<file path="src/rtl/rsa_host_ctrl_if.sv">
// Byte-wide register port between the host controller and the RSA core.
// All strobes are active-low; rdata is registered by the core one cycle after addr.
interface rsa_host_ctrl_if #(
   parameter int NBYTES = 32
);
   localparam int AW = $clog2(NBYTES);

   logic          we;
   logic          oe;
   logic          start;
   logic [1:0]    reg_sel;
   logic [AW-1:0] addr;
   logic [7:0]    wdata;
   logic [7:0]    rdata;
   logic          ready;

   modport master (
      output we, oe, start, reg_sel, addr, wdata,
      input  rdata, ready
   );

   modport slave (
      input  we, oe, start, reg_sel, addr, wdata,
      output rdata, ready
   );
endinterface

</file>
<file path="src/rtl/rsa_host_ctrl.sv">
// Host-side initiator for the RSA core: loads mod/msg/exp byte by byte, starts the core,
// waits for completion (with timeout) and reads back the result bytes.
//
//   state   | meaning
//   S_IDLE  | waiting for req; operands latched on accept
//   S_LOAD  | one operand byte written per cycle, order sel 3, 1, 2
//   S_START | single-cycle active-low start pulse
//   S_WAIT  | wait for core_ready low after MIN_WAIT cycles, or timeout
//   S_READ  | addr 0..NBYTES-1 driven, bytes captured one cycle later
//   S_DONE  | done pulse, timeout flags an expired wait
module rsa_host_ctrl #(
   parameter int NBYTES   = 32,
   parameter int MIN_WAIT = 2,
   parameter int TIMEOUT  = 1048576
) (
   input  logic                  clk,
   input  logic                  reset,
   input  logic                  req,
   input  logic [8*NBYTES-1:0]   msg,
   input  logic [8*NBYTES-1:0]   exp,
   input  logic [8*NBYTES-1:0]   mod,
   output logic                  busy,
   output logic                  done,
   output logic                  timeout,
   output logic [8*NBYTES-1:0]   result,
   rsa_host_ctrl_if.master       core
);
   localparam int OPW = 8*NBYTES;
   localparam int AW  = $clog2(NBYTES);
   localparam logic [AW-1:0] LAST_BYTE = AW'(NBYTES-1);
   localparam logic [AW:0]   RD_LAST   = (AW+1)'(NBYTES);
   localparam logic [AW:0]   RD_OE_OFF = (AW+1)'(NBYTES-1);
   localparam logic [19:0]   WAIT_LAST = 20'(TIMEOUT-1);
   localparam logic [19:0]   WAIT_MIN  = 20'(MIN_WAIT);

   typedef enum logic [2:0] {
      S_IDLE, S_LOAD, S_START, S_WAIT, S_READ, S_DONE
   } state_t;

   state_t          state;
   logic [OPW-1:0]  msg_q, exp_q, mod_q;
   logic [19:0]     wcnt;
   logic [AW:0]     rcnt;
   logic            abort;

   logic [1:0]      next_sel;
   logic [AW-1:0]   next_addr;
   logic [OPW-1:0]  next_op;
   logic [7:0]      next_byte;
   logic [AW-1:0]   cap_idx;

   // Next LOAD byte: addr wraps to 0 only together with a reg_sel advance (3 -> 1 -> 2).
   always_comb begin
      next_sel  = core.reg_sel;
      next_addr = core.addr + AW'(1);
      if (core.addr == LAST_BYTE) begin
         next_addr = '0;
         next_sel  = (core.reg_sel == 2'd3) ? 2'd1 : 2'd2;
      end
      case (next_sel)
         2'd1:    next_op = msg_q;
         2'd2:    next_op = exp_q;
         default: next_op = mod_q;
      endcase
      next_byte = next_op[{next_addr, 3'b000} +: 8];
      cap_idx   = rcnt[AW-1:0] - AW'(1);
   end

   always_ff @(posedge clk or negedge reset) begin
      if (!reset) begin
         state        <= S_IDLE;
         busy         <= 1'b0;
         done         <= 1'b0;
         timeout      <= 1'b0;
         result       <= '0;
         core.we      <= 1'b1;
         core.oe      <= 1'b1;
         core.start   <= 1'b1;
         core.reg_sel <= 2'd0;
         core.addr    <= '0;
         core.wdata   <= 8'h00;
         msg_q        <= '0;
         exp_q        <= '0;
         mod_q        <= '0;
         wcnt         <= '0;
         rcnt         <= '0;
         abort        <= 1'b0;
      end else begin
         case (state)
            S_IDLE: begin
               done    <= 1'b0;
               timeout <= 1'b0;
               if (req) begin
                  msg_q        <= msg;
                  exp_q        <= exp;
                  mod_q        <= mod;
                  busy         <= 1'b1;
                  abort        <= 1'b0;
                  core.we      <= 1'b0;
                  core.reg_sel <= 2'd3;
                  core.addr    <= '0;
                  core.wdata   <= mod[7:0];
                  state        <= S_LOAD;
               end
            end
            S_LOAD: begin
               if (core.addr == LAST_BYTE && core.reg_sel == 2'd2) begin
                  core.we      <= 1'b1;
                  core.start   <= 1'b0;
                  core.reg_sel <= 2'd0;
                  core.addr    <= '0;
                  core.wdata   <= 8'h00;
                  state        <= S_START;
               end else begin
                  core.reg_sel <= next_sel;
                  core.addr    <= next_addr;
                  core.wdata   <= next_byte;
               end
            end
            S_START: begin
               core.start <= 1'b1;
               wcnt       <= '0;
               state      <= S_WAIT;
            end
            S_WAIT: begin
               wcnt <= wcnt + 20'd1;
               // A finished core wins over a timeout expiring in the same cycle.
               if ((wcnt >= WAIT_MIN && !core.ready) || wcnt == WAIT_LAST) begin
                  if (!(wcnt >= WAIT_MIN && !core.ready))
                     abort <= 1'b1;
                  core.oe   <= 1'b0;
                  core.addr <= '0;
                  rcnt      <= '0;
                  state     <= S_READ;
               end
            end
            S_READ: begin
               rcnt <= rcnt + (AW+1)'(1);
               if (rcnt != '0)
                  result[{cap_idx, 3'b000} +: 8] <= core.rdata;
               if (rcnt < RD_OE_OFF)
                  core.addr <= core.addr + AW'(1);
               if (rcnt == RD_OE_OFF)
                  core.oe <= 1'b1;
               if (rcnt == RD_LAST) begin
                  done    <= 1'b1;
                  timeout <= abort;
                  state   <= S_DONE;
               end
            end
            S_DONE: begin
               done    <= 1'b0;
               timeout <= 1'b0;
               busy    <= 1'b0;
               abort   <= 1'b0;
               state   <= S_IDLE;
            end
            default: state <= S_IDLE;
         endcase
      end
   end
endmodule

</file>
<file path="src/flat_wrapper.sv">
// flat-port wrapper written by rule: the top's interface ports become plain ports
module rsa_host_ctrl_flat 
#(
   parameter int NBYTES   = 32,
   parameter int MIN_WAIT = 2,
   parameter int TIMEOUT  = 1048576
)
  (clk, reset, req, msg, exp, mod, busy, done, timeout, result, core_we, core_oe, core_start, core_reg_sel, core_addr, core_wdata, core_rdata, core_ready);
  rsa_host_ctrl_if #(.NBYTES(NBYTES)) core_i ();
  input  logic clk;
  input  logic reset;
  input  logic req;
  input  logic [8*NBYTES-1:0] msg;
  input  logic [8*NBYTES-1:0] exp;
  input  logic [8*NBYTES-1:0] mod;
  output logic busy;
  output logic done;
  output logic timeout;
  output logic [8*NBYTES-1:0] result;
  output wire logic [$bits(core_i.we)-1:0] core_we;
  output wire logic [$bits(core_i.oe)-1:0] core_oe;
  output wire logic [$bits(core_i.start)-1:0] core_start;
  output wire logic [$bits(core_i.reg_sel)-1:0] core_reg_sel;
  output wire logic [$bits(core_i.addr)-1:0] core_addr;
  output wire logic [$bits(core_i.wdata)-1:0] core_wdata;
  input wire logic [$bits(core_i.rdata)-1:0] core_rdata;
  input wire logic [$bits(core_i.ready)-1:0] core_ready;
  assign core_we = core_i.we;
  assign core_oe = core_i.oe;
  assign core_start = core_i.start;
  assign core_reg_sel = core_i.reg_sel;
  assign core_addr = core_i.addr;
  assign core_wdata = core_i.wdata;
  assign core_i.rdata = core_rdata;
  assign core_i.ready = core_ready;
  rsa_host_ctrl #(.NBYTES(NBYTES), .MIN_WAIT(MIN_WAIT), .TIMEOUT(TIMEOUT)) u_core (.clk(clk), .reset(reset), .req(req), .msg(msg), .exp(exp), .mod(mod), .busy(busy), .done(done), .timeout(timeout), .result(result), .core(core_i));
endmodule
</file>
<file path="config.mk">
export PLATFORM = sky130hd
export DESIGN_NAME = rsa_host_ctrl_flat
export DESIGN_NICKNAME = d
export VERILOG_FILES = /design/src/rtl/rsa_host_ctrl_if.sv /design/src/rtl/rsa_host_ctrl.sv /design/src/flat_wrapper.sv
export SDC_FILE = /design/constraint.sdc
export NUM_CORES = 2
export LEC_CHECK = 0
export ABC_AREA = 0
export BUFFER_PORTS_ARGS = -buffer_cell sky130_fd_sc_hd__clkbuf_2
export CAP_MARGIN = 20
export CORE_AREA = 2 2 406 408
export CTS_CLUSTER_DIAMETER = 150
export DETAILED_ROUTE_END_ITERATION = 10
export DIE_AREA = 0 0 408 410
export HOLD_SLACK_MARGIN = 0.15
export SETUP_SLACK_MARGIN = 0.5
export SYNTH_ARGS = -nofsm -noshare
export SYNTH_HDL_FRONTEND = slang
export SYNTH_SLANG_ARGS = --single-unit
</file>
<file path="constraint.sdc">
create_clock -name clk -period 3.4 [get_ports clk]
set_input_delay 0.68 -clock clk [delete_from_list [all_inputs] [get_ports clk]]
set_output_delay 0.68 -clock clk [all_outputs]
set_load 0.01 [all_outputs]
</file>
==> summary.md <==
| Metric | Value |
|---|---|
| Status | completed |
| Fin. Hold Viols | 0 |
| CP max FO | 8 |
| Worst VDD drop | 0.000513 V |
| Finished Core Util | 44.2% |
| Layout cells sized above 1 | between 20 and 30% |
| First-pass GRT wire length | 352000 um |
| Site Rows | about 150 |
| Drt pass-1 iters | 9 |
| Placed Instance Area | slightly below 60000 um^2 |
| Leak pwr | between 30 and 40 nW |
| Initial Utilization | a little under a third |
| Gate power share | a little over two fifths |
| PwrDens | 831 nW/um^2 |
| Setup violations, final | 0 |
| Clock network fraction of total power | approximately 22% |
| Clock transition at the registers of the reported paths | ~0.070 ns |
| Initial antenna violation count | 56 |
| Core Area | 163000 um^2 |
| Tcrit/Tclk final | around 90% |
| Worst hold path type | input port to flip-flop |
| WHS | ~0.2 ns |
| H-Tree Level Count | 3 |
| Syn nets | between 6000 and 7000 |
| Arr. time, crit path | approximately 3.8 ns |
| Vias | ~50000 |
| Yosys reg bits | between 1000 and 1500 |
| Root buffer cell | clkbuf_16 |
| # DRC | 0 |
| CP Class | flip-flop to flip-flop |
| Switching part of the total power | 42.2% |
| Internal power | 34.7 mW |
| Syn_area_per_cell | 9.16 um^2 |
| Synth Instances | ~5400 |
| Tot GR Track Use | between 20% and 30% |
| Post-synth EDFFs | 0 |
| Final Power | between 50 and 60 mW |
| Pin count of the biggest net entering global routing | approximately 130 |
| Sequential Power Share | 36.1% |
| Fin nets | 8063 |
| Top FF cell, synth | dfrtp_1 |
| Synth unique cells | 84 |
| Type of origin of the critical path | flip-flop |
| F_max | 318 MHz |
| Clock Tree Buf Depth | 3 |
| Clock skew | slightly below 0.07 ns |
| Psw | between 20 and 30 mW |
| RSZ-0062 raised after global routing | true |
| Die Height | ~400 um |
| CP max stage delay | ~0.47 ns |
| Clk_lat worst skew | roughly 0.8 ns |
| Required @ worst endpoint | 4.08 ns |
| Drt total wl | roughly 250000 um |
| Sink Count | between 1000 and 1500 |
| Initial DRC count | about 5000 |
| Slew Viols, Final | 0 |
| Seq/Total Area, Yosys | a little over half |
| Die area | between 150000 and 200000 um^2 |
| CTS buffer count | around 120 |
| CTS tree | done |
| Die width | around 410 um |
| Critical path capture point type | flip-flop |
| Worst-Margin Slew | 0.761 ns |
| Vias in the first global route | 50000 |
| Slew HR | 49.2% |
| GP Congestion | ~0.97 |
| Hpwl dp | ~180000 um |
| DR vias/cell | slightly above 5 |
| Post-synth ARST share | 100% |
| Crit path cell chain | ha_4 > and3_4 > ha_4 > buf_6 > nor2_4 > a21oi_4 > buf_12 > buf_12 > a221o_2 > o21a_1 > o211ai_1 > buf_4 > nand4_1 > o2111a_1 |
| Synthesized area | a little under 50000 um^2 |
| DR WL/cell | between 20 and 30 um |
| CP max stage cell | a221o_2 |
| IO buf count | approximately 1100 |
| Ports | between 1000 and 1500 |
| Crit path buf inv count | 4 |
| Total gr overflow | 0 |
| Detail Route Antenna Nets | 0 |
| Area Overhead vs Synth | 46.1% |
| Yosys warns | 0 |
| Total of max-cap violations | 0 |
| Final Critical Period | about 3.1 ns |
| Final instance area | between 70000 and 80000 um^2 |
| CP top delay family | compound AO/OA/AOI/OAI gates |
synthesized netlist by cell type, types with 16 or more instances:
master | instances | area share (%)
a211oi_1 | 39 | 0.59
a21oi_1 | 99 | 1.0
a221o_1 | 81 | 1.6
a221oi_1 | 123 | 2.2
a22oi_1 | 17 | 0.26
and2_1 | 90 | 1.1
and3_1 | 27 | 0.34
buf_1 | 30 | 0.23
buf_2 | 74 | 0.75
clkbuf_1 | 230 | 1.7
dfrtp_1 | 1072 | 54
inv_1 | 79 | 0.60
mux2_2 | 234 | 5.3
mux2i_1 | 105 | 2.1
nand2_1 | 2394 | 18
nand2b_1 | 23 | 0.29
nand3_1 | 34 | 0.34
nand4_1 | 19 | 0.24
nor2_1 | 81 | 0.62
nor2_2 | 16 | 0.20
nor3_1 | 17 | 0.17
o21ai_0 | 143 | 1.4
o22ai_1 | 41 | 0.52
o2bb2ai_1 | 21 | 0.37
final timing paths:
| check | startpoint | to | slack [ns] | cells past startpoint |
|---|---|---|---|---|
| max in group asynchronous | reset | u_core.msg_q[72] | 1.73 | 3 |
| hold reg to reg | u_core.msg_q[28] | u_core.msg_q[28] | 0.47 | 2 |
| setup / recovery | u_core.core.addr[0] | u_core.core.wdata[7] | 0.26 | 14 |
| hold / removal | msg[218] | u_core.msg_q[218] | 0.20 | 3 |
| setup reg to reg | u_core.core.addr[0] | u_core.core.wdata[7] | 0.26 | 14 |
| min in group asynchronous | reset | u_core.exp_q[11] | 0.50 | 2 |
flip-flops by register name, summed over array words and instances (netlist names), 2 cells and up:
| name | count |
|---|---|
| u_core.exp_q | 256 |
| u_core.msg_q | 256 |
| u_core.core.wdata | 8 |
| u_core.mod_q | 256 |
| u_core.wcnt | 20 |
| u_core.rcnt | 6 |
| u_core.core.reg_sel | 2 |
| u_core.core.addr | 5 |
| u_core.result | 256 |
| u_core.state | 3 |
tightest hold or removal path: stages:
cell and delay [ns]:
clkbuf_2 0.08, nand2_1 0.08, nand2_1 0.07
routing by layer:
layer | GRT usage, % | share of wire [%]
met5 | 0 | 0.037
met4 | 17.0 | 6.5
met3 | 6.43 | 8.3
met2 | 45.3 | 45
met1 | 36.5 | 40
metrics by stage:
stage	cells	setup TNS [ns]	setup slack (ns)
after floorplan	5393	0	0.484
after CTS	9532	0	0.294
final	9591	0	0.260
after detailed placement	8569	-0.654	-0.226
after global routing	9581	0	0.174
after global placement	8568	-0.563	-0.253
what timing repair did:
item / in CTS / in global routing
endpoints found under the hold margin: 701 / 0
cloned: 9 / 1
hold buffers: 681 / 0
setup buffers: 59 / 23
endpoints found under the setup margin: 225 / 249
pin swaps: 58 / 50
resized for setup: 147 / 84
power groups by stage:
stage	Sequential [mW]	Clock, mW	Combinational (mW)
after floorplan	19.6	0	12.4
after global placement	21.6	0	21.0
after detailed placement	21.5	0	21.3
after CTS	21.4	13.6	23.9
after global routing	22.0	14.1	27.0
final	21.7	13.3	25.0
area by class of cell:
class / count / area, um^2
clock buffer: 160 / 3320
multi-input combinational: 3897 / 22100
antenna: 35 / 87.6
clock inverter: 54 / 678
timing repair buffer: 2099 / 16000
fill: 15700 / 91300
inverter: 82 / 308
tap: 2189 / 2740
sequential: 1075 / 26900
cells by family (layout without fill, tap and decap cells):
kind of cell               count (synthesis)  in the layout  share of synthesized area (%)
adders and majority gates                 10             10                          0.253
other                                      0             35                              0
AOI/OAI and AO/OA                        719            719                           10.7
buffers and inverters                    421           2395                           3.42
muxes                                    354            354                           7.80
xor gates and xnor gates                  11             11                          0.263
DFF                                     1075           1075                           54.4
and+or+nand+nor                         2803           2803                           23.1
cell usage in the layout, fill, tap and decap left out, drive strengths merged, types with 35 or more instances in the layout:
cell,n
and2,90
mux2i,105
nand3,40
clkinv,41
a21oi,101
o22ai,41
dfrtp,1072
nor2,104
dlygate4sd3,681
o21ai,146
a211oi,39
a221o,81
a221oi,123
clkbuf,1216
diode,35
buf,357
inv,82
nand2,2395
mux2,249
Note: power is estimated with default switching activity, not from simulation.
